`config.mk`:
```
export PLATFORM = sky130hd
export DESIGN_NAME = axi_multiport_arbiter
export DESIGN_NICKNAME = d
export VERILOG_FILES = /design/src/rtl/axi_multiport_arbiter.sv
export SDC_FILE = /design/constraint.sdc
export NUM_CORES = 1
export LEC_CHECK = 0
export ABC_AREA = 1
export BUFFER_PORTS_ARGS = -buffer_cell sky130_fd_sc_hd__buf_2
export CAP_MARGIN = 20
export CORE_AREA = 2 2 156 158
export CTS_BUF_LIST = sky130_fd_sc_hd__clkbuf_8
export DETAILED_ROUTE_END_ITERATION = 8
export DIE_AREA = 0 0 158 160
export GPL_ROUTABILITY_DRIVEN = 1
export SETUP_SLACK_MARGIN = 0.15
export SLEW_MARGIN = 20
export SYNTH_ARGS = -nofsm -noshare
export SYNTH_HDL_FRONTEND = slang
export SYNTH_SLANG_ARGS = --single-unit
```
`constraint.sdc`:
```
create_clock -name clk -period 1.6 [get_ports clk]
set_input_delay 0.24 -clock clk [delete_from_list [all_inputs] [get_ports clk]]
set_output_delay 0.24 -clock clk [all_outputs]
set_load 0.02 [all_outputs]
```
`src/rtl/axi_multiport_arbiter.sv`:
```
// Arbitrates NUM_PORTS cache-side burst request ports onto one AXI3 master, one transaction at a time.
// Define AXI_ARB_ROUND_ROBIN_EN for round-robin grant; the default build uses fixed lowest-index priority.
module axi_multiport_arbiter #(
    parameter int NUM_PORTS = 2,
    parameter int ID_W      = 4,
    parameter int LEN_W     = 4
) (
    input  logic                       clk,
    input  logic                       rst,
    // cache side; the data ports carry a port_ prefix so the AXI names stay standard
    input  logic [NUM_PORTS-1:0]       req,
    input  logic [NUM_PORTS-1:0]       wr,
    input  logic [2*NUM_PORTS-1:0]     size,
    input  logic [32*NUM_PORTS-1:0]    addr,
    input  logic [LEN_W*NUM_PORTS-1:0] len,
    input  logic [32*NUM_PORTS-1:0]    port_wdata,
    input  logic [4*NUM_PORTS-1:0]     port_wstrb,
    output logic [NUM_PORTS-1:0]       addr_ok,
    output logic [NUM_PORTS-1:0]       wnext,
    output logic [NUM_PORTS-1:0]       data_ok,
    output logic [31:0]                port_rdata,
    output logic                       last,
    output logic                       resp_err,
    // AXI3 read address
    output logic [ID_W-1:0]            arid,
    output logic [31:0]                araddr,
    output logic [7:0]                 arlen,
    output logic [2:0]                 arsize,
    output logic [1:0]                 arburst,
    output logic [1:0]                 arlock,
    output logic [3:0]                 arcache,
    output logic [2:0]                 arprot,
    output logic                       arvalid,
    input  logic                       arready,
    // AXI3 read data
    input  logic [ID_W-1:0]            rid,
    input  logic [31:0]                rdata,
    input  logic [1:0]                 rresp,
    input  logic                       rlast,
    input  logic                       rvalid,
    output logic                       rready,
    // AXI3 write address
    output logic [ID_W-1:0]            awid,
    output logic [31:0]                awaddr,
    output logic [7:0]                 awlen,
    output logic [2:0]                 awsize,
    output logic [1:0]                 awburst,
    output logic [1:0]                 awlock,
    output logic [3:0]                 awcache,
    output logic [2:0]                 awprot,
    output logic                       awvalid,
    input  logic                       awready,
    // AXI3 write data
    output logic [ID_W-1:0]            wid,
    output logic [31:0]                wdata,
    output logic [3:0]                 wstrb,
    output logic                       wlast,
    output logic                       wvalid,
    input  logic                       wready,
    // AXI3 write response
    input  logic [ID_W-1:0]            bid,
    input  logic [1:0]                 bresp,
    input  logic                       bvalid,
    output logic                       bready
);

    localparam logic [2:0] IDLE = 3'd0;
    localparam logic [2:0] AR   = 3'd1;
    localparam logic [2:0] R    = 3'd2;
    localparam logic [2:0] AW   = 3'd3;
    localparam logic [2:0] W    = 3'd4;
    localparam logic [2:0] B    = 3'd5;

    logic [2:0]           state;
    logic [LEN_W-1:0]     cnt;
    logic [31:0]          g_addr;
    logic [1:0]           g_size;
    logic [LEN_W-1:0]     g_len;
    logic                 g_wr;
    logic [ID_W-1:0]      g_id;
    logic [NUM_PORTS-1:0] g_onehot;

    logic                 grant_valid;
    logic [ID_W-1:0]      grant_idx;
    logic [31:0]          sel_addr;
    logic [1:0]           sel_size;
    logic [LEN_W-1:0]     sel_len;
    logic                 sel_wr;

    // Only one transaction is ever outstanding, so response IDs carry no information.
    logic unused_ids;
    assign unused_ids = ^{rid, bid};

`ifdef AXI_ARB_ROUND_ROBIN_EN
    logic [ID_W-1:0] rr_ptr;

    always_comb begin
        // NOTE: every combinational output is given a default first, so no path holds a stale value (no latch).
        grant_valid = 1'b0;
        grant_idx   = '0;
        for (int k = 1; k <= NUM_PORTS; k++) begin
            for (int i = 0; i < NUM_PORTS; i++) begin
                if (!grant_valid && req[i] && ((int'(rr_ptr) + k) % NUM_PORTS == i)) begin
                    grant_valid = 1'b1;
                    grant_idx   = ID_W'(i);
                end
            end
        end
    end
`else
    always_comb begin
        // NOTE: every combinational output is given a default first, so no path holds a stale value (no latch).
        grant_valid = 1'b0;
        grant_idx   = '0;
        for (int i = 0; i < NUM_PORTS; i++) begin
            if (!grant_valid && req[i]) begin
                grant_valid = 1'b1;
                grant_idx   = ID_W'(i);
            end
        end
    end
`endif

    always_comb begin
        sel_addr = '0;
        sel_size = '0;
        sel_len  = '0;
        sel_wr   = 1'b0;
        for (int i = 0; i < NUM_PORTS; i++) begin
            if (grant_idx == ID_W'(i)) begin
                sel_addr = addr[i*32 +: 32];
                sel_size = size[i*2 +: 2];
                sel_len  = len[i*LEN_W +: LEN_W];
                sel_wr   = wr[i];
            end
        end
    end

    always_ff @(posedge clk) begin
        // NOTE: registers use non-blocking assignment so every branch sees the pre-edge values.
        if (rst) begin
            state  <= IDLE;
            cnt    <= '0;
            g_addr <= '0;
            g_size <= '0;
            g_len  <= '0;
            g_wr   <= 1'b0;
            g_id   <= '0;
`ifdef AXI_ARB_ROUND_ROBIN_EN
            rr_ptr <= ID_W'(NUM_PORTS - 1);
`endif
        end else begin
            case (state)
                IDLE: if (grant_valid) begin
                    g_addr <= sel_addr;
                    g_size <= sel_size;
                    g_len  <= sel_len;
                    g_wr   <= sel_wr;
                    g_id   <= grant_idx;
                    state  <= sel_wr ? AW : AR;
`ifdef AXI_ARB_ROUND_ROBIN_EN
                    rr_ptr <= grant_idx;
`endif
                end
                AR: if (arready) state <= R;
                R:  if (rvalid && rlast) state <= IDLE;
                AW: if (awready) begin
                    cnt   <= '0;
                    state <= W;
                end
                W: if (wready) begin
                    cnt <= cnt + LEN_W'(1);
                    if (wlast) state <= B;
                end
                B: if (bvalid) state <= IDLE;
                default: state <= IDLE;
            endcase
        end
    end

    always_comb begin
        for (int i = 0; i < NUM_PORTS; i++) g_onehot[i] = (g_id == ID_W'(i));
    end

    // Write beat is forwarded straight from the granted port; it advances on wnext.
    always_comb begin
        wdata = '0;
        wstrb = '0;
        for (int i = 0; i < NUM_PORTS; i++) begin
            if (g_id == ID_W'(i)) begin
                wdata = port_wdata[i*32 +: 32];
                wstrb = port_wstrb[i*4 +: 4];
            end
        end
    end

    assign arid    = g_id;
    assign araddr  = g_addr;
    assign arlen   = 8'(g_len);
    assign arsize  = {1'b0, g_size};
    assign arburst = 2'b01;
    assign arlock  = 2'b00;
    assign arcache = 4'b0000;
    assign arprot  = 3'b000;
    assign awid    = g_id;
    assign awaddr  = g_addr;
    assign awlen   = 8'(g_len);
    assign awsize  = {1'b0, g_size};
    assign awburst = 2'b01;
    assign awlock  = 2'b00;
    assign awcache = 4'b0000;
    assign awprot  = 3'b000;
    assign wid     = g_id;
    assign wlast   = (cnt == g_len);

    assign arvalid    = (state == AR);
    assign rready     = (state == R);
    assign awvalid    = (state == AW);
    assign wvalid     = (state == W);
    assign bready     = (state == B);
    assign port_rdata = rdata;

    always_comb begin
        addr_ok  = '0;
        wnext    = '0;
        data_ok  = '0;
        last     = 1'b0;
        resp_err = 1'b0;
        case (state)
            AR: if (arready) addr_ok = g_onehot;
            AW: if (awready) addr_ok = g_onehot;
            W:  if (wready) wnext = g_onehot;
            R: if (rvalid) begin
                data_ok  = g_onehot;
                last     = rlast;
                resp_err = (rresp != 2'b00);
            end
            B: if (bvalid) begin
                data_ok  = g_onehot;
                last     = 1'b1;
                resp_err = (bresp != 2'b00);
            end
            default: ;
        endcase
    end

endmodule

```
==> impl_metrics.tcl <==
set metrics [dict create \
    static-leakage-power_nw 3.30 \
    synth.largest_area_cell "dfxtp_1" \
    cts_buffers 5 \
    post_synthesis_area_per_instance_sq_um 6.28 \
    netSwitchingFraction_pct 48.4 \
    dr.pass1.iters 4 \
    crit_path_top_delay_cell "dfxtp_4" \
    yosys-top-cells-area "dfxtp_1 26%, buf_4 24%, nand2_1 23%, a31oi_1 6.7%, o21ai_0 5.4%" \
    max-vdd-ir-drop_uv 729 \
    initial_drc_count 202 \
    finalCriticalPeriod_ps 1660 \
    synth_compound_area_share_pct 14.2 \
    period_share_pct 104 \
    floorplan.die_area_sq_um 25300 \
    timing.fmax_ghz 0.604 \
    viasPerCell 4.00 \
    post-synth-top-area-fraction_pct 26.0 \
    violations_in_the_final_reports "negative setup slack" \
    crit_path_cell_trace "buf_4 -> nor3_4 -> buf_4 -> buf_2" \
    internal_power_mw 5.40 \
    totalWireLength_mm 18.7 \
    pwr_density_cell_nw_per_um2 1580 \
    drive_above_1_share_pct 62.1 \
    cts_tree "built" \
    report.final.hold_viol_count 0 \
    cap_viol_max_count 0 \
    postSynthCellCount 563 \
    fp-row-count 57 \
    register_area_sq_um 951 \
    fraction_of_synthesized_cell_area_in_xor_and_xnor_cells_pct 0 \
    via_count_of_the_first_global_routing_pass 3837 \
    fin_total_pwr_mw 10.5 \
    route.detailed.drc 0 \
    fillers 2565 \
    clock-skew-final_ps 5.16 \
    cts-htree-levels 2 \
    finalWeightedCongestion 0.837 \
    num_vias 4569 \
    die_width_microns 158 \
    worst-endpoint-arrival_ps 1420 \
    endpoint_kind "output pin" \
    maximum_number_of_pins_on_one_net_before_global_route_repair 44 \
    multiInputGateArea_sq_um 2350 \
    largest_stage_delay_on_the_critical_path_ps 390 \
    setup_repair_after_global_routing_missed_its_margin "yes" \
    num_antenna_cells 0 \
    hp-class "input port to flip-flop" \
    sequential_cell_area_fraction_in_the_yosys_report_pct 26.0 \
    yosys.area_share.adder_pct 0.354 \
    synth_area_sq_um 3540 \
    worst_path_dominant_cell_family "buffers and inverters" \
    grt_first_pass_wirelength_mm 21.3 \
    die_h_microns 160 \
    required_ps 1360 \
    avgRoutedWirePerCell_microns 16.4 \
    cp_most_frequent_cell "buf_4" \
    grt-ovfl-total 0 \
    p_clk_share_pct 7.4 \
    place_worst_setup_slack_ps 84.4 \
    synth_cell_type_count 27 \
    crit_path_buffers_inverters 3 \
    io_buffer_count 292 \
    critical_path_peak_fanout 6 \
    clk_pin_slew_worst_paths_ps 90 \
    synth_top_family_by_area "buffers and inverters" \
    proportion_of_power_drawn_by_combinational_gates_pct 72.4 \
    numClockSinks 46 \
    seq_power_share_pct 20.1 \
    io_pins 406 \
    switchingPower_mw 5.06 \
    post_layout_nonfiller_instances 1141 \
    dpl.hpwl_mm 11.0 \
    yosysWarningCount 0 \
    timing.final.ws_setup_ps -56.9 \
    initial_antenna_violation_count 1 \
    detail-route-antenna-nets 0 \
    design.core.area_sq_um 23800 \
    layout_common_cells "246 x buf_2, 126 x nand2_1, 67 x nand2_2, 49 x buf_6, 41 x conb_1" \
    ctsHoldBuffers 0 \
    clk_path_buf_depth 2 \
    fin_nets 1023 \
    crit_path_start_kind "flip-flop" \
    finalMaxSlewViolations 0 \
    synth.mux.area_fraction_pct 0 \
    area.growth.synth_to_final_pct 86.5 \
    place_inst 1085 \
    status "complete, but fails checks" \
    yosys.area_share.simple_pct 28.9 \
    clk_latency_worst_skew_pair_ps 320 \
    critical_path_class "flip-flop to output pin" \
    globalRouteTotalUtil_pct 11.3 \
    synth_seq_cells 46 \
    clock-root-buffer "clkbuf_8" \
    starting_density_of_the_core_pct 14.9 \
    setup_viol 7 \
    final_common_cell "buf_2" \
]
==> registers in the layout, indices dropped and copies added (netlist names) <==
signal,cells
araddr,32
cnt,4
g_len,4
state,3
g_size,2
arid,1
==> power by group through the flow <==
stage | sequential, mW | combinational [mW] | clock [mW]
global route | 2.17 | 7.97 | 0.861
floorplan | 2.47 | 3.05 | 0
CTS | 2.11 | 6.27 | 0.827
global placement | 2.07 | 4.42 | 0
finish | 2.10 | 7.57 | 0.779
detailed placement | 2.08 | 4.42 | 0
==> per-layer routing <==
metal  vias to the layer above  wire length (microns)  share of wire, %  global-route usage (%)
met4                         0                    626               3.3                    3.07
met3                        31                   1440               7.7                    2.33
li1                       2153                      -                 -                       -
met5                         -                      0                 0                       0
met2                       266                   9580                51                    21.1
met1                      2119                   7080                38                    12.9
==> cells in the mapped netlist <==
master	instances
a21oi_1	7
a31oi_1	38
and2_1	1
buf_1	4
buf_2	11
buf_4	115
buf_6	1
clkbuf_1	13
conb_1	2
dfxtp_1	46
ha_1	1
inv_1	19
inv_2	2
nand2_1	218
nand2_2	2
nand3_1	7
nand3b_1	1
nand4_1	1
nor2_1	22
nor2_4	1
nor3_1	3
nor3_4	1
nor4_1	2
o21ai_0	38
o21ai_1	5
o22ai_1	1
o31ai_1	1
==> cell families (layout without fill, tap and decap cells) <==
family	after synthesis	after routing
compound gates	90	90
fa+ha+maj	1	1
buf+inv	165	380
flops	46	46
other cells	2	41
simple gates	259	259
==> area by class of cell <==
class | instances | share of cell area (%)
inverter | 21 | 1.50
timing repair buffer | 353 | 41.1
clock buffer | 6 | 1.25
multi-input combinational | 391 | 35.6
sequential | 46 | 14.4
tap | 324 | 6.14
==> worst reg2reg max path: cells and delay by family, from the launching register on <==
kind / cells / cell delay, ps
buffers and inverters: 6 / 750
flip-flops: 1 / 390
AND/OR/NAND/NOR: 2 / 260
AO/OA/AOI/OAI: 1 / 60
==> worst paths after layout <==
| check | startpoint | end | slack, ps | depth (start not counted) |
|---|---|---|---|---|
| setup / recovery | state[1] | wvalid | -60 | 4 |
| hold / removal | rst | arid[0] | 100 | 2 |
| setup reg to reg | state[1] | araddr[31] | 20 | 9 |
| hold reg to reg | araddr[20] | araddr[20] | 540 | 2 |
==> metrics by stage <==
| step | util [%] | cell area [sq um] | hold slack, ps | TNS, ps |
|---|---|---|---|---|
| 3_5_place_dp | 19.8 | 4730 | 441 | 0 |
| 5_1_grt | 27.7 | 6600 | 90.4 | -2450 |
| 6_report | 27.7 | 6600 | 98.3 | -295 |
| 4_1_cts | 23.8 | 5680 | 83.7 | -296 |
| 3_3_place_gp | 19.8 | 4730 | 444 | 0 |
| 2_1_floorplan | - | 3710 | 302 | 0 |
==> what timing repair did <==
item,in CTS,in global routing
buffers inserted,22,7
hold endpoints to repair,0,0
gates resized for setup,157,149
setup endpoints to repair,90,94
pin swaps,34,47
gates cloned,9,12
Note: power is estimated with default switching activity, not from simulation.
